<file path="config.mk">
export PLATFORM = sky130hd
export DESIGN_NAME = ahb_uart_v2_flat
export DESIGN_NICKNAME = d
export VERILOG_FILES = /design/src/rtl/ahb_uart_v2_pkg.sv /design/src/rtl/ahb_uart_v2_if.sv /design/src/rtl/ahb_uart_v2_fifo.sv /design/src/rtl/ahb_uart_v2.sv /design/src/flat_wrapper.sv
export SDC_FILE = /design/constraint.sdc
export NUM_CORES = 1
export LEC_CHECK = 0
export ABC_AREA = 1
export ABC_CLOCK_PERIOD_IN_PS = 3850
export CAP_MARGIN = 10
export CORE_MARGIN = 5
export CORE_UTILIZATION = 45
export CTS_CLUSTER_SIZE = 30
export DETAILED_ROUTE_END_ITERATION = 6
export PLACE_DENSITY = 0.67
export SYNTH_ARGS = -nofsm -noshare
export SYNTH_HDL_FRONTEND = slang
export SYNTH_HIERARCHICAL = 1
export SYNTH_SLANG_ARGS = --single-unit
</file>
<file path="constraint.sdc">
create_clock -name clk -period 3.85 [get_ports clk]
set_input_delay 0.77 -clock clk [delete_from_list [all_inputs] [get_ports clk]]
set_output_delay 0.77 -clock clk [all_outputs]
set_load 0.005 [all_outputs]
</file>
<file path="src/rtl/ahb_uart_v2_pkg.sv">
// uart_pkg: register offsets, CTRL/STATUS bit positions and the serial
// FSM state type shared by the transmitter and receiver of ahb_uart_v2.
package uart_pkg;
    localparam logic [4:0] ADDR_RXDATA = 5'h00;
    localparam logic [4:0] ADDR_TXDATA = 5'h04;
    localparam logic [4:0] ADDR_STATUS = 5'h08;
    localparam logic [4:0] ADDR_CTRL   = 5'h0C;
    localparam logic [4:0] ADDR_BAUD   = 5'h10;

    localparam int CTRL_TX_EN     = 0;
    localparam int CTRL_RX_EN     = 1;
    localparam int CTRL_PAR_EN    = 2;
    localparam int CTRL_PAR_ODD   = 3;
    localparam int CTRL_TWO_STOP  = 4;
    localparam int CTRL_FLOW_EN   = 5;
    localparam int CTRL_LOOPBACK  = 6;

    localparam int ST_RX_EMPTY    = 0;
    localparam int ST_RX_FULL     = 1;
    localparam int ST_TX_EMPTY    = 2;
    localparam int ST_TX_FULL     = 3;
    localparam int ST_OVERRUN     = 4;
    localparam int ST_FRAMING_ERR = 5;
    localparam int ST_PARITY_ERR  = 6;
    localparam int ST_TX_BUSY     = 7;

    typedef enum logic [2:0] {IDLE, START, DATA, PARITY, STOP} uart_state_e;
endpackage

</file>
<file path="src/rtl/ahb_uart_v2_if.sv">
// bus_protocol_if: simple memory-mapped peripheral port seen from the
// AHB adapter (master) and from the peripheral (peripheral_vital / slave).
interface bus_protocol_if;
    logic        wen;
    logic        ren;
    logic [31:0] addr;
    logic [31:0] wdata;
    logic [3:0]  strobe;
    logic [31:0] rdata;
    logic        error;
    logic        request_stall;

    modport master (output wen, ren, addr, wdata, strobe,
                    input  rdata, error, request_stall);
    modport peripheral_vital (input  wen, ren, addr, wdata, strobe,
                              output rdata, error, request_stall);
    modport slave (input  wen, ren, addr, wdata, strobe,
                   output rdata, error, request_stall);
endinterface

</file>
<file path="src/rtl/ahb_uart_v2_fifo.sv">
// uart_fifo: synchronous FIFO with wrap-bit pointers. A pop on a full FIFO
// frees the slot for a same-cycle push; a push+pop on empty only pushes.
module uart_fifo #(
    parameter int WIDTH = 8,
    parameter int DEPTH = 8
) (
    input  logic                     clk,
    input  logic                     nReset,
    input  logic                     push,
    input  logic                     pop,
    input  logic [WIDTH-1:0]         wdata,
    output logic [WIDTH-1:0]         rdata,
    output logic                     full,
    output logic                     empty,
    output logic [$clog2(DEPTH):0]   count
);
    localparam int AW = $clog2(DEPTH);

    logic [AW:0]      wr_ptr_q, wr_ptr_d, rd_ptr_q, rd_ptr_d;
    logic [WIDTH-1:0] mem_q [DEPTH];
    logic             do_push, do_pop;

    assign empty   = (wr_ptr_q == rd_ptr_q);
    assign full    = (wr_ptr_q[AW] != rd_ptr_q[AW]) && (wr_ptr_q[AW-1:0] == rd_ptr_q[AW-1:0]);
    assign count   = wr_ptr_q - rd_ptr_q;
    assign rdata   = mem_q[rd_ptr_q[AW-1:0]];
    assign do_pop  = pop && !empty;
    assign do_push = push && (!full || do_pop);

    // Pointer advance for accepted pushes and pops
    always_comb begin
        wr_ptr_d = wr_ptr_q;
        rd_ptr_d = rd_ptr_q;
        if (do_push) wr_ptr_d = wr_ptr_q + 1'b1;
        if (do_pop)  rd_ptr_d = rd_ptr_q + 1'b1;
    end

    // Pointer registers; reset empties the FIFO at once
    always_ff @(posedge clk or negedge nReset) begin
        if (!nReset) begin
            wr_ptr_q <= '0;
            rd_ptr_q <= '0;
        end else begin
            wr_ptr_q <= wr_ptr_d;
            rd_ptr_q <= rd_ptr_d;
        end
    end

    // Storage array, written at the tail slot
    always_ff @(posedge clk) begin
        if (do_push) mem_q[wr_ptr_q[AW-1:0]] <= wdata;
    end
endmodule

</file>
<file path="src/rtl/ahb_uart_v2.sv">
// ahb_uart_v2: memory-mapped UART with TX/RX FIFOs, runtime baud divisor,
// optional parity, two stop bits, RTS/CTS and sticky error flags.
// Define UART_LOOPBACK_EN to enable CTRL[6] internal tx->rx loopback.
module ahb_uart_v2
    import uart_pkg::*;
#(
    parameter int                   DATA_BITS   = 8,
    parameter int                   FIFO_DEPTH  = 8,
    parameter int                   DIV_WIDTH   = 16,
    parameter logic [DIV_WIDTH-1:0] DEFAULT_DIV = DIV_WIDTH'(868)
) (
    input  logic clk,
    input  logic nReset,
    input  logic rx,
    output logic tx,
    input  logic cts,
    output logic rts,
    bus_protocol_if.peripheral_vital bp
);
    localparam int                   CW       = $clog2(FIFO_DEPTH) + 1;
    localparam logic [DIV_WIDTH-1:0] MIN_DIV  = DIV_WIDTH'(4);
    localparam logic [DIV_WIDTH-1:0] ONE      = DIV_WIDTH'(1);
    localparam logic [3:0]           LAST_BIT = 4'(DATA_BITS - 1);

    logic [6:0]           ctrl_q, ctrl_d;
    logic [DIV_WIDTH-1:0] baud_q, baud_d;
    logic                 overrun_q, overrun_d, framing_q, framing_d, parity_q, parity_d;
    logic                 rx_s1_q, rx_s2_q, rx_prev_q, cts_s1_q, cts_s2_q, rts_q, rts_d;
    uart_state_e          tx_state_q, tx_state_d, rx_state_q, rx_state_d;
    logic [DIV_WIDTH-1:0] tx_cnt_q, tx_cnt_d, rx_cnt_q, rx_cnt_d;
    logic [3:0]           tx_bit_q, tx_bit_d, rx_bit_q, rx_bit_d;
    logic [DATA_BITS-1:0] tx_shift_q, tx_shift_d, rx_shift_q, rx_shift_d;
    logic                 tx_par_q, tx_par_d, tx_q, tx_d, rx_perr_q, rx_perr_d;
    logic                 tx_push, tx_pop, tx_full, tx_empty, rx_push, rx_pop, rx_full, rx_empty;
    logic [DATA_BITS-1:0] tx_rdata, rx_rdata;
    logic [CW-1:0]        tx_count, rx_count;
    logic [31:0]          rdata;
    logic                 error, loopback, rx_src, cts_ok, set_ovr, set_frm, set_par;
    logic [2:0]           status_clr;
    logic [7:0]           status;
    logic                 unused_bits;

`ifdef UART_LOOPBACK_EN
    localparam logic [6:0] CTRL_MASK = 7'h7F;
    assign loopback = ctrl_q[CTRL_LOOPBACK];
    assign rx_src   = loopback ? tx_q : rx;
`else
    localparam logic [6:0] CTRL_MASK = 7'h3F;
    assign loopback = 1'b0;
    assign rx_src   = rx;
`endif

    assign tx     = tx_q | loopback;
    assign rts    = rts_q;
    assign cts_ok = !ctrl_q[CTRL_FLOW_EN] || cts_s2_q || loopback;
    assign status = {(tx_state_q != IDLE), parity_q, framing_q, overrun_q,
                     tx_full, tx_empty, rx_full, rx_empty};
    assign bp.rdata         = rdata;
    assign bp.error         = error;
    assign bp.request_stall = 1'b0;
    assign unused_bits      = ^{bp.strobe, bp.addr[31:5], bp.wdata, tx_count};

    uart_fifo #(.WIDTH(DATA_BITS), .DEPTH(FIFO_DEPTH)) u_tx_fifo (
        .clk(clk), .nReset(nReset), .push(tx_push), .pop(tx_pop), .wdata(bp.wdata[DATA_BITS-1:0]),
        .rdata(tx_rdata), .full(tx_full), .empty(tx_empty), .count(tx_count));

    uart_fifo #(.WIDTH(DATA_BITS), .DEPTH(FIFO_DEPTH)) u_rx_fifo (
        .clk(clk), .nReset(nReset), .push(rx_push), .pop(rx_pop), .wdata(rx_shift_q),
        .rdata(rx_rdata), .full(rx_full), .empty(rx_empty), .count(rx_count));

    // Register decode: combinational read data/error, write side effects
    always_comb begin
        rdata      = '0;
        error      = 1'b0;
        ctrl_d     = ctrl_q;
        baud_d     = baud_q;
        tx_push    = 1'b0;
        rx_pop     = 1'b0;
        status_clr = 3'b000;
        if (bp.ren) begin
            case (bp.addr[4:0])
                ADDR_RXDATA: if (!rx_empty) begin
                    rdata  = {1'b1, {(31-DATA_BITS){1'b0}}, rx_rdata};
                    rx_pop = 1'b1;
                end
                ADDR_STATUS: rdata = {24'b0, status};
                ADDR_CTRL:   rdata = {25'b0, ctrl_q};
                ADDR_BAUD:   rdata = 32'(baud_q);
                default:     error = 1'b1;
            endcase
        end
        if (bp.wen) begin
            case (bp.addr[4:0])
                ADDR_TXDATA: if (tx_full) error = 1'b1; else tx_push = 1'b1;
                ADDR_STATUS: status_clr = bp.wdata[ST_PARITY_ERR:ST_OVERRUN];
                ADDR_CTRL:   ctrl_d = bp.wdata[6:0] & CTRL_MASK;
                ADDR_BAUD:   baud_d = (bp.wdata[DIV_WIDTH-1:0] < MIN_DIV) ? MIN_DIV : bp.wdata[DIV_WIDTH-1:0];
                default:     error = 1'b1;
            endcase
        end
    end

    // Sticky flags: a new error event wins over a same-cycle clear
    always_comb begin
        overrun_d = set_ovr | (overrun_q & ~status_clr[0]);
        framing_d = set_frm | (framing_q & ~status_clr[1]);
        parity_d  = set_par | (parity_q  & ~status_clr[2]);
        rts_d     = !ctrl_q[CTRL_FLOW_EN] || (rx_count <= CW'(FIFO_DEPTH - 2));
    end

    // TX FSM next state; the counter reloads from BAUD at every bit boundary
    always_comb begin
        tx_state_d = tx_state_q;
        tx_cnt_d   = tx_cnt_q - ONE;
        tx_bit_d   = tx_bit_q;
        tx_shift_d = tx_shift_q;
        tx_par_d   = tx_par_q;
        tx_pop     = 1'b0;
        case (tx_state_q)
            IDLE: begin
                tx_cnt_d = tx_cnt_q;
                if (ctrl_q[CTRL_TX_EN] && !tx_empty && cts_ok) begin
                    tx_state_d = START;
                    tx_cnt_d   = baud_q - ONE;
                    tx_pop     = 1'b1;
                    tx_shift_d = tx_rdata;
                    tx_par_d   = ^tx_rdata;
                end
            end
            START: if (tx_cnt_q == '0) begin
                tx_state_d = DATA;
                tx_cnt_d   = baud_q - ONE;
                tx_bit_d   = '0;
            end
            DATA: if (tx_cnt_q == '0) begin
                tx_cnt_d = baud_q - ONE;
                if (tx_bit_q == LAST_BIT) begin
                    tx_bit_d   = '0;
                    tx_par_d   = tx_par_q ^ ctrl_q[CTRL_PAR_ODD];
                    tx_state_d = ctrl_q[CTRL_PAR_EN] ? PARITY : STOP;
                end else begin
                    tx_bit_d   = tx_bit_q + 1'b1;
                    tx_shift_d = tx_shift_q >> 1;
                end
            end
            PARITY: if (tx_cnt_q == '0) begin
                tx_state_d = STOP;
                tx_cnt_d   = baud_q - ONE;
                tx_bit_d   = '0;
            end
            STOP: if (tx_cnt_q == '0) begin
                tx_cnt_d = baud_q - ONE;
                if (ctrl_q[CTRL_TWO_STOP] && tx_bit_q == '0) tx_bit_d   = 4'd1;
                else                                         tx_state_d = IDLE;
            end
            default: tx_state_d = IDLE;
        endcase
        case (tx_state_d)
            START:   tx_d = 1'b0;
            DATA:    tx_d = tx_shift_d[0];
            PARITY:  tx_d = tx_par_d;
            default: tx_d = 1'b1;
        endcase
    end

    // RX FSM next state: half-bit start check, then mid-bit sampling
    always_comb begin
        rx_state_d = rx_state_q;
        rx_cnt_d   = rx_cnt_q - ONE;
        rx_bit_d   = rx_bit_q;
        rx_shift_d = rx_shift_q;
        rx_perr_d  = rx_perr_q;
        rx_push    = 1'b0;
        set_ovr    = 1'b0;
        set_frm    = 1'b0;
        set_par    = 1'b0;
        if (!ctrl_q[CTRL_RX_EN]) begin
            rx_state_d = IDLE;
        end else begin
            case (rx_state_q)
                IDLE: begin
                    rx_cnt_d = rx_cnt_q;
                    if (rx_prev_q && !rx_s2_q) begin
                        rx_state_d = START;
                        rx_cnt_d   = (baud_q >> 1) - ONE;
                        rx_perr_d  = 1'b0;
                    end
                end
                START: if (rx_cnt_q == '0) begin
                    rx_state_d = rx_s2_q ? IDLE : DATA;
                    rx_cnt_d   = baud_q - ONE;
                    rx_bit_d   = '0;
                end
                DATA: if (rx_cnt_q == '0) begin
                    rx_cnt_d   = baud_q - ONE;
                    rx_shift_d = {rx_s2_q, rx_shift_q[DATA_BITS-1:1]};
                    rx_bit_d   = rx_bit_q + 1'b1;
                    if (rx_bit_q == LAST_BIT) rx_state_d = ctrl_q[CTRL_PAR_EN] ? PARITY : STOP;
                end
                PARITY: if (rx_cnt_q == '0) begin
                    rx_perr_d  = (^rx_shift_q) ^ ctrl_q[CTRL_PAR_ODD] ^ rx_s2_q;
                    rx_state_d = STOP;
                    rx_cnt_d   = baud_q - ONE;
                end
                STOP: if (rx_cnt_q == '0) begin
                    rx_state_d = IDLE;
                    if (!rx_s2_q)               set_frm = 1'b1;
                    else if (rx_perr_q)         set_par = 1'b1;
                    else if (rx_full && !rx_pop) set_ovr = 1'b1;
                    else                        rx_push = 1'b1;
                end
                default: rx_state_d = IDLE;
            endcase
        end
    end

    // State registers, synchronisers and configuration; reset aborts any frame
    always_ff @(posedge clk or negedge nReset) begin
        if (!nReset) begin
            ctrl_q     <= '0;
            baud_q     <= DEFAULT_DIV;
            overrun_q  <= 1'b0;
            framing_q  <= 1'b0;
            parity_q   <= 1'b0;
            rx_s1_q    <= 1'b1;
            rx_s2_q    <= 1'b1;
            rx_prev_q  <= 1'b1;
            cts_s1_q   <= 1'b0;
            cts_s2_q   <= 1'b0;
            rts_q      <= 1'b0;
            tx_state_q <= IDLE;
            tx_cnt_q   <= '0;
            tx_bit_q   <= '0;
            tx_shift_q <= '0;
            tx_par_q   <= 1'b0;
            tx_q       <= 1'b1;
            rx_state_q <= IDLE;
            rx_cnt_q   <= '0;
            rx_bit_q   <= '0;
            rx_shift_q <= '0;
            rx_perr_q  <= 1'b0;
        end else begin
            ctrl_q     <= ctrl_d;
            baud_q     <= baud_d;
            overrun_q  <= overrun_d;
            framing_q  <= framing_d;
            parity_q   <= parity_d;
            rx_s1_q    <= rx_src;
            rx_s2_q    <= rx_s1_q;
            rx_prev_q  <= rx_s2_q;
            cts_s1_q   <= cts;
            cts_s2_q   <= cts_s1_q;
            rts_q      <= rts_d;
            tx_state_q <= tx_state_d;
            tx_cnt_q   <= tx_cnt_d;
            tx_bit_q   <= tx_bit_d;
            tx_shift_q <= tx_shift_d;
            tx_par_q   <= tx_par_d;
            tx_q       <= tx_d;
            rx_state_q <= rx_state_d;
            rx_cnt_q   <= rx_cnt_d;
            rx_bit_q   <= rx_bit_d;
            rx_shift_q <= rx_shift_d;
            rx_perr_q  <= rx_perr_d;
        end
    end
endmodule

</file>
<file path="src/flat_wrapper.sv">
// flat-port wrapper written by rule: the top's interface ports become plain ports
module ahb_uart_v2_flat import uart_pkg::*;
#(
    parameter int                   DATA_BITS   = 8,
    parameter int                   FIFO_DEPTH  = 8,
    parameter int                   DIV_WIDTH   = 16,
    parameter logic [DIV_WIDTH-1:0] DEFAULT_DIV = DIV_WIDTH'(868)
)
  (clk, nReset, rx, tx, cts, rts, bp_wen, bp_ren, bp_addr, bp_wdata, bp_strobe, bp_rdata, bp_error, bp_request_stall);
  bus_protocol_if bp_i ();
  input  logic clk;
  input  logic nReset;
  input  logic rx;
  output logic tx;
  input  logic cts;
  output logic rts;
  input wire logic [$bits(bp_i.wen)-1:0] bp_wen;
  input wire logic [$bits(bp_i.ren)-1:0] bp_ren;
  input wire logic [$bits(bp_i.addr)-1:0] bp_addr;
  input wire logic [$bits(bp_i.wdata)-1:0] bp_wdata;
  input wire logic [$bits(bp_i.strobe)-1:0] bp_strobe;
  output wire logic [$bits(bp_i.rdata)-1:0] bp_rdata;
  output wire logic [$bits(bp_i.error)-1:0] bp_error;
  output wire logic [$bits(bp_i.request_stall)-1:0] bp_request_stall;
  assign bp_i.wen = bp_wen;
  assign bp_i.ren = bp_ren;
  assign bp_i.addr = bp_addr;
  assign bp_i.wdata = bp_wdata;
  assign bp_i.strobe = bp_strobe;
  assign bp_rdata = bp_i.rdata;
  assign bp_error = bp_i.error;
  assign bp_request_stall = bp_i.request_stall;
  ahb_uart_v2 #(.DATA_BITS(DATA_BITS), .FIFO_DEPTH(FIFO_DEPTH), .DIV_WIDTH(DIV_WIDTH), .DEFAULT_DIV(DEFAULT_DIV)) u_core (.clk(clk), .nReset(nReset), .rx(rx), .tx(tx), .cts(cts), .rts(rts), .bp(bp_i));
endmodule
</file>
-- Word level (Yosys, flattened, before mapping)
Memories as Yosys holds them, arrays and structs flattened.
Cells that the tools add are included.
- add/sub/neg operators: 11
- $lt $le $gt $ge: 2
- equal/unequal tests: 39
- mux-type cells: 90
- bitwise gates (word level): 12
- reduce and logical (&&, ||, !) cells: 48
- operator list (kind ; count):
    $pmux W32 S4 ; 1
    $mux W16 ; 6
    $mux W32 ; 2
    $pmux W16 S2 ; 2
    $mux W3 ; 17
    $sub A16 B1 Y16 const B ; 3
    $mux W1 ; 42
    $logic_not A16 Y1 ; 2
    $pmux W3 S5 ; 2
    $mux W4 ; 7
    $add A4 B1 Y4 const B ; 6
    $mux W8 ; 3
    $eq A3 B2 Y1 const B ; 6
    $ne A2 B1 Y1 const B ; 9
    $ne A3 B3 Y1 const B ; 6
    $lt A16 B3 Y1 const B ; 1
    $pmux W8 S2 ; 1
    $reduce_xor A8 Y1 ; 2
    $sub A15 B1 Y16 const B ; 1
    $pmux W4 S3 ; 1
    $reduce_and A4 Y1 ; 3
    $logic_and A1 B1 Y1 ; 11
    $eq A5 B4 Y1 const B ; 2
    $eq A3 B1 Y1 const B ; 3
    32 further kinds ; 63
- register bits: 112
- memory bits (writable): 128
- input bits: 74
- output and inout port bits: 36
- logic and storage cells: 231
- memories kept: 2
- memory list (memory ; words ; bits a word ; read ports ; clocked after memory_dff ; wr ports ; line ; source):
    u_core.u_rx_fifo.mem_q ; 8 ; 8 ; 1 ; 0 ; 1 ; ahb_uart_v2_fifo.sv:20 ; logic [WIDTH-1:0] mem_q [DEPTH];
    u_core.u_tx_fifo.mem_q ; 8 ; 8 ; 1 ; 0 ; 1 ; ahb_uart_v2_fifo.sv:20 ;

-- Depth between registers and ports, before layout
- word-level depth: 15
- depth in mapped cells: 20
- gate-level depth less buffers: 18

-- Modules after synthesis
The synthesis kept the hierarchy.
- by module, submodules not included (module ; times used ; cells an instance ; area an instance (sq um) ; sequential area each (sq um)):
    ahb_uart_v2 ; 1 ; 1030 ; 6946.7 ; 2413.6
    uart_fifo at u_core.u_tx_fifo ; 1 ; 304 ; 3278.1 ; 2122.0
    uart_fifo at u_core.u_rx_fifo ; 1 ; 304 ; 3246.9 ; 2122.0

-- Worst setup path before layout
OpenSTA, ideal clock, no wires.
- path type: reg2reg
- start: register u_core.u_rx_fifo.rd_ptr_q[2]
- end: memory u_core.u_rx_fifo.mem_q[2][0], enable pin
- library setup time: 0.370 ns
- arrival time: 2.612 ns
- data required time: 3.480 ns
- path slack: 0.868 ns
- stages on the path, launching flop included: 15
- path buffers: 1
- period minus slack after synthesis: 2.982 ns
- path through: dfrtp_1 > buf_4 > clkinv_1 > ha_1 > nand2_2 > nor2_4 > nand2_2 > inv_1 > inv_1 > nand2_1 > o21ai_0 > inv_1 > nor2_1 > nand3_1 > nor2_1
- cells in the longest elaborated chain, start to end: 15
- elaborated cells between the ends (all ways): 21
- those cells by class: eq/ne: 2; mux: 11; reduce/logical: 8
- ends and longest elaborated chain (what ; line ; source):
    start: declaration ; ahb_uart_v2_fifo.sv:19 ; logic [AW:0] wr_ptr_q, wr_ptr_d, rd_ptr_q, rd_ptr_d;
    start signal: assignment ; ahb_uart_v2_fifo.sv:45 ; rd_ptr_q <= rd_ptr_d;
    $eq A4 B4 Y1 ; ahb_uart_v2_fifo.sv:23 ; assign empty = (wr_ptr_q == rd_ptr_q);
    net u_core.rx_empty ; ahb_uart_v2.sv:34 ; logic tx_push, tx_pop, tx_full, tx_empty, rx_push, rx_pop, rx_full, rx_empty;
    $mux W1 ; ahb_uart_v2.sv:82 ; ADDR_RXDATA: if (!rx_empty) begin
    $mux W1 ; ahb_uart_v2.sv:81 ; case (bp.addr[4:0])
    $mux W1 ; ahb_uart_v2.sv:80 ; if (bp.ren) begin
    $logic_not A1 Y1 ; ahb_uart_v2.sv:209 ; else if (rx_full && !rx_pop) set_ovr = 1'b1;
    $logic_and A1 B1 Y1 ; ahb_uart_v2.sv:209 ;
    $mux W1 ; ahb_uart_v2.sv:209 ;
    $mux W1 ; ahb_uart_v2.sv:208 ; else if (rx_perr_q) set_par = 1'b1;
    $mux W1 ; ahb_uart_v2.sv:207 ; if (!rx_s2_q) set_frm = 1'b1;
    $mux W1 ; ahb_uart_v2.sv:205 ; STOP: if (rx_cnt_q == '0) begin
    $mux W1 ; ahb_uart_v2.sv:180 ; case (rx_state_q)
    $mux W1 ; ahb_uart_v2.sv:177 ; if (!ctrl_q[CTRL_RX_EN]) begin
    net u_core.rx_push ; ahb_uart_v2.sv:34 ;
    $logic_and A1 B1 Y1 ; ahb_uart_v2_fifo.sv:28 ; assign do_push = push && (!full || do_pop);
    $mux W1 ; ahb_uart_v2_fifo.sv:51 ; if (do_push) mem_q[wr_ptr_q[AW-1:0]] <= wdata;
    $mux W1 (implied by the code) ; ahb_uart_v2_fifo.sv:51 ;
    end: declaration ; ahb_uart_v2_fifo.sv:20 ;
The timed path passes the listed nets, and every way through them passes these cells.

-- Final worst setup path
- start: register u_core.u_tx_fifo.wr_ptr_q[0]
- end: output port bp_error
- cells in the longest elaborated chain, start to end: 5
- ends and longest elaborated chain (what ; line ; source):
    start: declaration ; ahb_uart_v2_fifo.sv:19 ;
    start signal: assignment ; ahb_uart_v2_fifo.sv:44 ; wr_ptr_q <= wr_ptr_d;
    $eq A3 B3 Y1 ; ahb_uart_v2_fifo.sv:24 ; assign full = (wr_ptr_q[AW] != rd_ptr_q[AW]) && (wr_ptr_q[AW-1:0] == rd_ptr_q[AW-1:0]);
    $logic_and A1 B1 Y1 ; ahb_uart_v2_fifo.sv:24 ;
    net u_core.tx_full ; ahb_uart_v2.sv:34 ;
    $mux W1 ; ahb_uart_v2.sv:94 ; ADDR_TXDATA: if (tx_full) error = 1'b1; else tx_push = 1'b1;
    $pmux W1 S2 ; ahb_uart_v2.sv:93 ; case (bp.addr[4:0])
    $mux W1 ; ahb_uart_v2.sv:92 ; if (bp.wen) begin
    end: declaration ; flat_wrapper.sv:23 ; output wire logic [$bits(bp_i.error)-1:0] bp_error;
The timed path passes the listed nets, and every way through them passes these cells.

==> impl_metrics.ini <==
[power]
power.total_mw = 8.81
peakVddDrop_mv = 0.385
leakagePower_nw = 6.72
power.density_nw_per_um2 = 578

[global_route]
grt_max_degree = 64
grt_pass1_vias = 10300
grt_pass1_wl_um = 53300
grt_overflow = 0
grtUsageTotal_pct = 19.5
antenna_found_initial = 0

[place]
dp_hpwl_um = 23000
port_buffers = 46
place.gp.congestion = 0.880

[finish]
drive_above_1_share_pct = 10.9
nets = 1800
area_growth_pct = 13.5
antenna_cells = 0
utilization_pct = 51.6

[drt]
drtIter0Drc = 896
drt_drc_violations_left = 0
via_per_inst = 5.15
ant_nets = 0
num_vias = 10900
wl_um = 32700
routedWlPerCell_um = 15.5
drtPass1Iterations = 5

[clocking]
cts.sinks = 240
cts_buffer_depth = 3
cts_buffers = 27
h-tree-depth = 1
insertion_delay_ps = 560
clk_pin_slew_ps = 60
cts_tree = built
cts_root_buffer = clkbuf_16

[sta]
finalSetupViolCount = 0
worst_hold_slack_ps = 240
tns_ps = 0
maxSlewViolCount = 0
min_period_ps = 3750
final_hold_viol_count = 0
skew_ps = 14.2
max_clock_freq_mhz = 267
slew_headroom_pct = 55.4
period_share_pct = 97.3
tightest_slew_ps = 669
rsz0062_at_grt = no

[floorplanning]
die_w_um = 183
fp.coreArea_um2 = 29600
die_y_um = 183
die_area_um2 = 33400
start_util_pct = 45.4
rows = 63
ios = 110

[status]
outcome = complete, no violations

[job]
max_cap_viol_count = 0

[critical_path]
critPathTopFamily = buffers and inverters
startpoint_type = register
path_class = reg2out
path_max_fanout = 8
cp_slowest_stage_delay_ps = 570
path_cells = inv_1 -> ha_1 -> inv_1 -> nor3_2 -> or2_2 -> nand2_1 -> a32oi_1 -> clkdlybuf4s50_1
path_buf_inv = 3
arrival_ps = 2980
cp_slowest_cell = clkdlybuf4s50_1
end_kind = output port
cp_data_required_time_ps = 3080
path_common_cell = inv_1

[hold_path]
min_path_type = in2async

[synth]
synth-warning-count = 6
avgSynthCellArea_um2 = 8.22
synthesis.instances = 1632
syn-cell-area_um2 = 13400
[power breakdown]
part / switching, mW / internal (mW) / leakage [nW] / total (mW)
clock network: 1.09 / 1.49 / 0.429 / 2.58
registers: 0.325 / 3.04 / 2.56 / 3.36
logic: 1.91 / 0.957 / 3.73 / 2.87
[layout by cell type (no fill, tap or decap), drive strengths merged, types with 8 or more instances in the layout]
cell / n
xnor2: 9
dfstp: 9
conb: 16
a21oi: 35
nand2: 541
o22ai: 9
o21ai: 147
ha: 18
inv: 165
clkbuf: 33
nor2: 199
nor3: 18
clkinv: 13
edfxtp: 128
clkdlybuf4s50: 45
nand3: 92
xor2: 40
buf: 44
dfrtp: 103
o211ai: 8
[layer usage]
layer	up-vias	global-route usage [%]	share of wire [%]
li1	5431	-	-
met3	63	2.81	5.8
met5	-	0	0
met1	5128	27.1	45
met2	291	32.0	47
met4	0	5.37	2.5
[registers in the layout (all words and copies together) (netlist names), 3 cells and up]
| name | count |
|---|---|
| u_core/u_rx_fifo/wr_ptr_q | 4 |
| u_core/tx_state_q | 3 |
| u_core/u_tx_fifo/wr_ptr_q | 4 |
| u_core/baud_q | 16 |
| u_core/rx_state_q | 3 |
| u_core/u_rx_fifo/mem_q | 64 |
| u_core/rx_shift_q | 8 |
| u_core/rx_cnt_q | 16 |
| u_core/tx_bit_q | 4 |
| u_core/rx_bit_q | 4 |
| u_core/ctrl_q | 6 |
| u_core/tx_shift_q | 8 |
| u_core/tx_cnt_q | 16 |
| u_core/u_rx_fifo/rd_ptr_q | 4 |
| u_core/u_tx_fifo/mem_q | 64 |
| u_core/u_tx_fifo/rd_ptr_q | 4 |
[final cells by class]
type                            count  area (µm²)
Multi-Input combinational cell   1181        5740
Tap cell                          390         488
Clock inverter                     16         168
Inverter                          168         656
Sequential cell                   240        6660
Timing Repair Buffer               89         797
Clock buffer                       33         728
Fill cell                        2748       14300
[what timing repair did]
action	in CTS	in global routing
resized for setup	4	7
setup buffers	0	2
endpoints found under the setup margin	5	8
hold buffers	0	0
cloned	0	0
pin swaps	0	1
[final timing paths]
check,from,cells past startpoint,slack [ps],to
max,u_core/u_tx_fifo/wr_ptr_q[0],8,100,bp_error
max in group asynchronous,nReset,2,2780,u_core/rx_s1_q
min in group clk,u_core/cts_s1_q,0,350,u_core/cts_s2_q
min reg2reg,u_core/cts_s1_q,0,350,u_core/cts_s2_q
min,nReset,1,240,u_core/tx_shift_q[3]
max reg2reg,u_core/rx_cnt_q[0],11,1130,u_core/u_rx_fifo/mem_q[5][1]
[metrics by stage]
step | std cells | worst slack, ps | instance area (µm²)
after floorplan | 1647 | 868 | 13500
after detailed placement | 2066 | 235 | 14300
after CTS | 2115 | 36.0 | 15200
final | 2117 | 103 | 15200
after global placement | 2066 | 253 | 14300
after global routing | 2117 | 6.45 | 15200
(Power assumes the default switching activity.)
==> RTL edit (same flow settings) <==
Encoding of `uart_state_e`: now one-hot (5 bits for 5 states).
--- a/src/rtl/ahb_uart_v2_pkg.sv
+++ b/src/rtl/ahb_uart_v2_pkg.sv
@@ -25,5 +25,5 @@
     localparam int ST_TX_BUSY     = 7;
 
-    typedef enum logic [2:0] {IDLE, START, DATA, PARITY, STOP} uart_state_e;
+    typedef enum logic [4:0] {IDLE = 5'b00001, START = 5'b00010, DATA = 5'b00100, PARITY = 5'b01000, STOP = 5'b10000} uart_state_e;
 endpackage
 
Check against the original RTL: same outputs for any inputs over 4 cycles, from zero or initial values and one cycle with nReset low; so few cycles prove little.
==> RTL edit against the original RTL <==
  * Power increased by 7.4%
  * Largest power group unchanged
  * Count of clock-buffer cells in the layout is 2 higher
  * Combinational power is 21% higher
  * Sequential cell count grew 4
  * Global-route usage rose by 0.77 points
  * Wire length grew 5.3%
  * Cell area down 0.35%
  * Core utilization is 0.18 points lower
  * Critical path type is now input pin to primary output
  * Largest cell class unchanged
  * Setup slack improved by 0.083 ns
  * Sequential share of layout area up 0.82 points
  * Sequential power rose by 3%
  * Synthesized area unchanged
==> RTL edit: results (changes against the original RTL) <==
metric,value,unit,change
FF-to-FF Start,u_core/u_tx_fifo/wr_ptr_q[0],,was u_core/rx_cnt_q[0]
Slew headroom,48.49,%,was 55.43%
Leak,0.006664,uW,was 0.006721 uW
CP Launch Point,bp_addr[1],,was u_core/u_tx_fifo/wr_ptr_q[0]
first-pass GRT wire length,55.30,mm,was 53.26 mm
outcome,finished clean,,unchanged
Clock transition at path regs,0.06,ns,about the same
vias in the first global route,10566,,was 10.31k
worst r2r path cells,14,,was 11
worst hold margin,0.2644,ns,was 0.2404 ns
DR iter-0 viols,909,,was 896
Routed WL per cell,16.47,microns,was 15.46 microns
GRT Resource Usage Total,20.25,%,was 19.48%
H-tree depth,1,,unchanged
Nets,1778,,was 1800
Setup Skew,0.01087,ns,was 0.01416 ns
Max clock buf depth,3,,unchanged
Clock Latency Late Sink,0.54,ns,was 0.56 ns
largest net degree at the start of global routing,49,,was 64
Final Wtd Congestion,0.9136,,was 0.8804
worst-path fanout max,11,,was 8
antenna violations before repair,0,,unchanged
Switching Share,39.20,%,was 37.74%
filler instances,2810,,was 2748
Flop pwr share,36.5,%,was 38.1%
combinational power,3460,uW,was 2870 uW
layout cells sized above 1,10.33,%,was 10.94%
Ant. Diodes,0,,unchanged
DR vias/cell,5.225,,was 5.155
Peak supply drop,376.7,uV,was 385.2 uV
flop2flop setup slack,0.90,ns,was 1.13 ns
DPL Wire Length,24.73,mm,was 23.00 mm
Critical Path AT,2.89,ns,was 2.98 ns
[RTL edit: what timing repair did]
action                     CTS  global route
setup endpoints to repair    9             9
resized for setup            1             4
buffers inserted             0             4
[RTL edit: worst max-delay path, cell delays in order]
cell	delay (ns)
clkdlybuf4s50_1	0.41
nor2_2	0.19
nand2_1	0.09
nor2_1	0.10
nand2_1	0.17
buf_4	0.25
o221ai_1	0.15
nand2_1	0.16
inv_1	0.09
clkdlybuf4s50_1	0.51
[RTL edit: cell type report]
type / instances / area, sq um / area share, %
inverter: 149 / 579.3 / 3.815
tap: 390 / 488.0 / 3.213
clock inverter: 13 / 150.1 / 0.9887
sequential: 244 / 6764 / 44.54
clock buffer: 35 / 715.7 / 4.713
timing repair buffer: 89 / 780.7 / 5.141
multi-input combinational: 1173 / 5708 / 37.59
[RTL edit: path summary, 6_finish.rpt]
kind                                           endpoint
hold reg to reg                         u_core/cts_s2_q
setup / recovery                            bp_rdata[7]
setup reg to reg           u_core/u_tx_fifo/mem_q[6][2]
max in group asynchronous                u_core/rx_s2_q
min in group clk                        u_core/cts_s2_q
hold / removal                       u_core/tx_cnt_q[1]
[RTL edit: routing by layer]
layer,share of wire (%),global-route usage [%],up-vias,wire length (microns)
met4,3.6,6.815,0,1235
met5,0,0,-,0
met2,47,32.95,317,16090
met3,5.0,2.372,71,1723
li1,-,-,5381,-
met1,45,28.29,5166,15420
[RTL edit: per-stage QoR]
stage	total power, uW	cell area [sq um]	setup slack (ns)	std cells	util, %
finish	9467	15190	0.1860	2093	51.37
global route	10130	15190	0.0003011	2093	51.37
CTS	9505	15150	0.004017	2089	51.24
detailed placement	6922	14280	0.1036	2041	48.30
global placement	6833	14280	0.1252	2041	48.30
floorplan	6114	13480	0.7222	1623	-
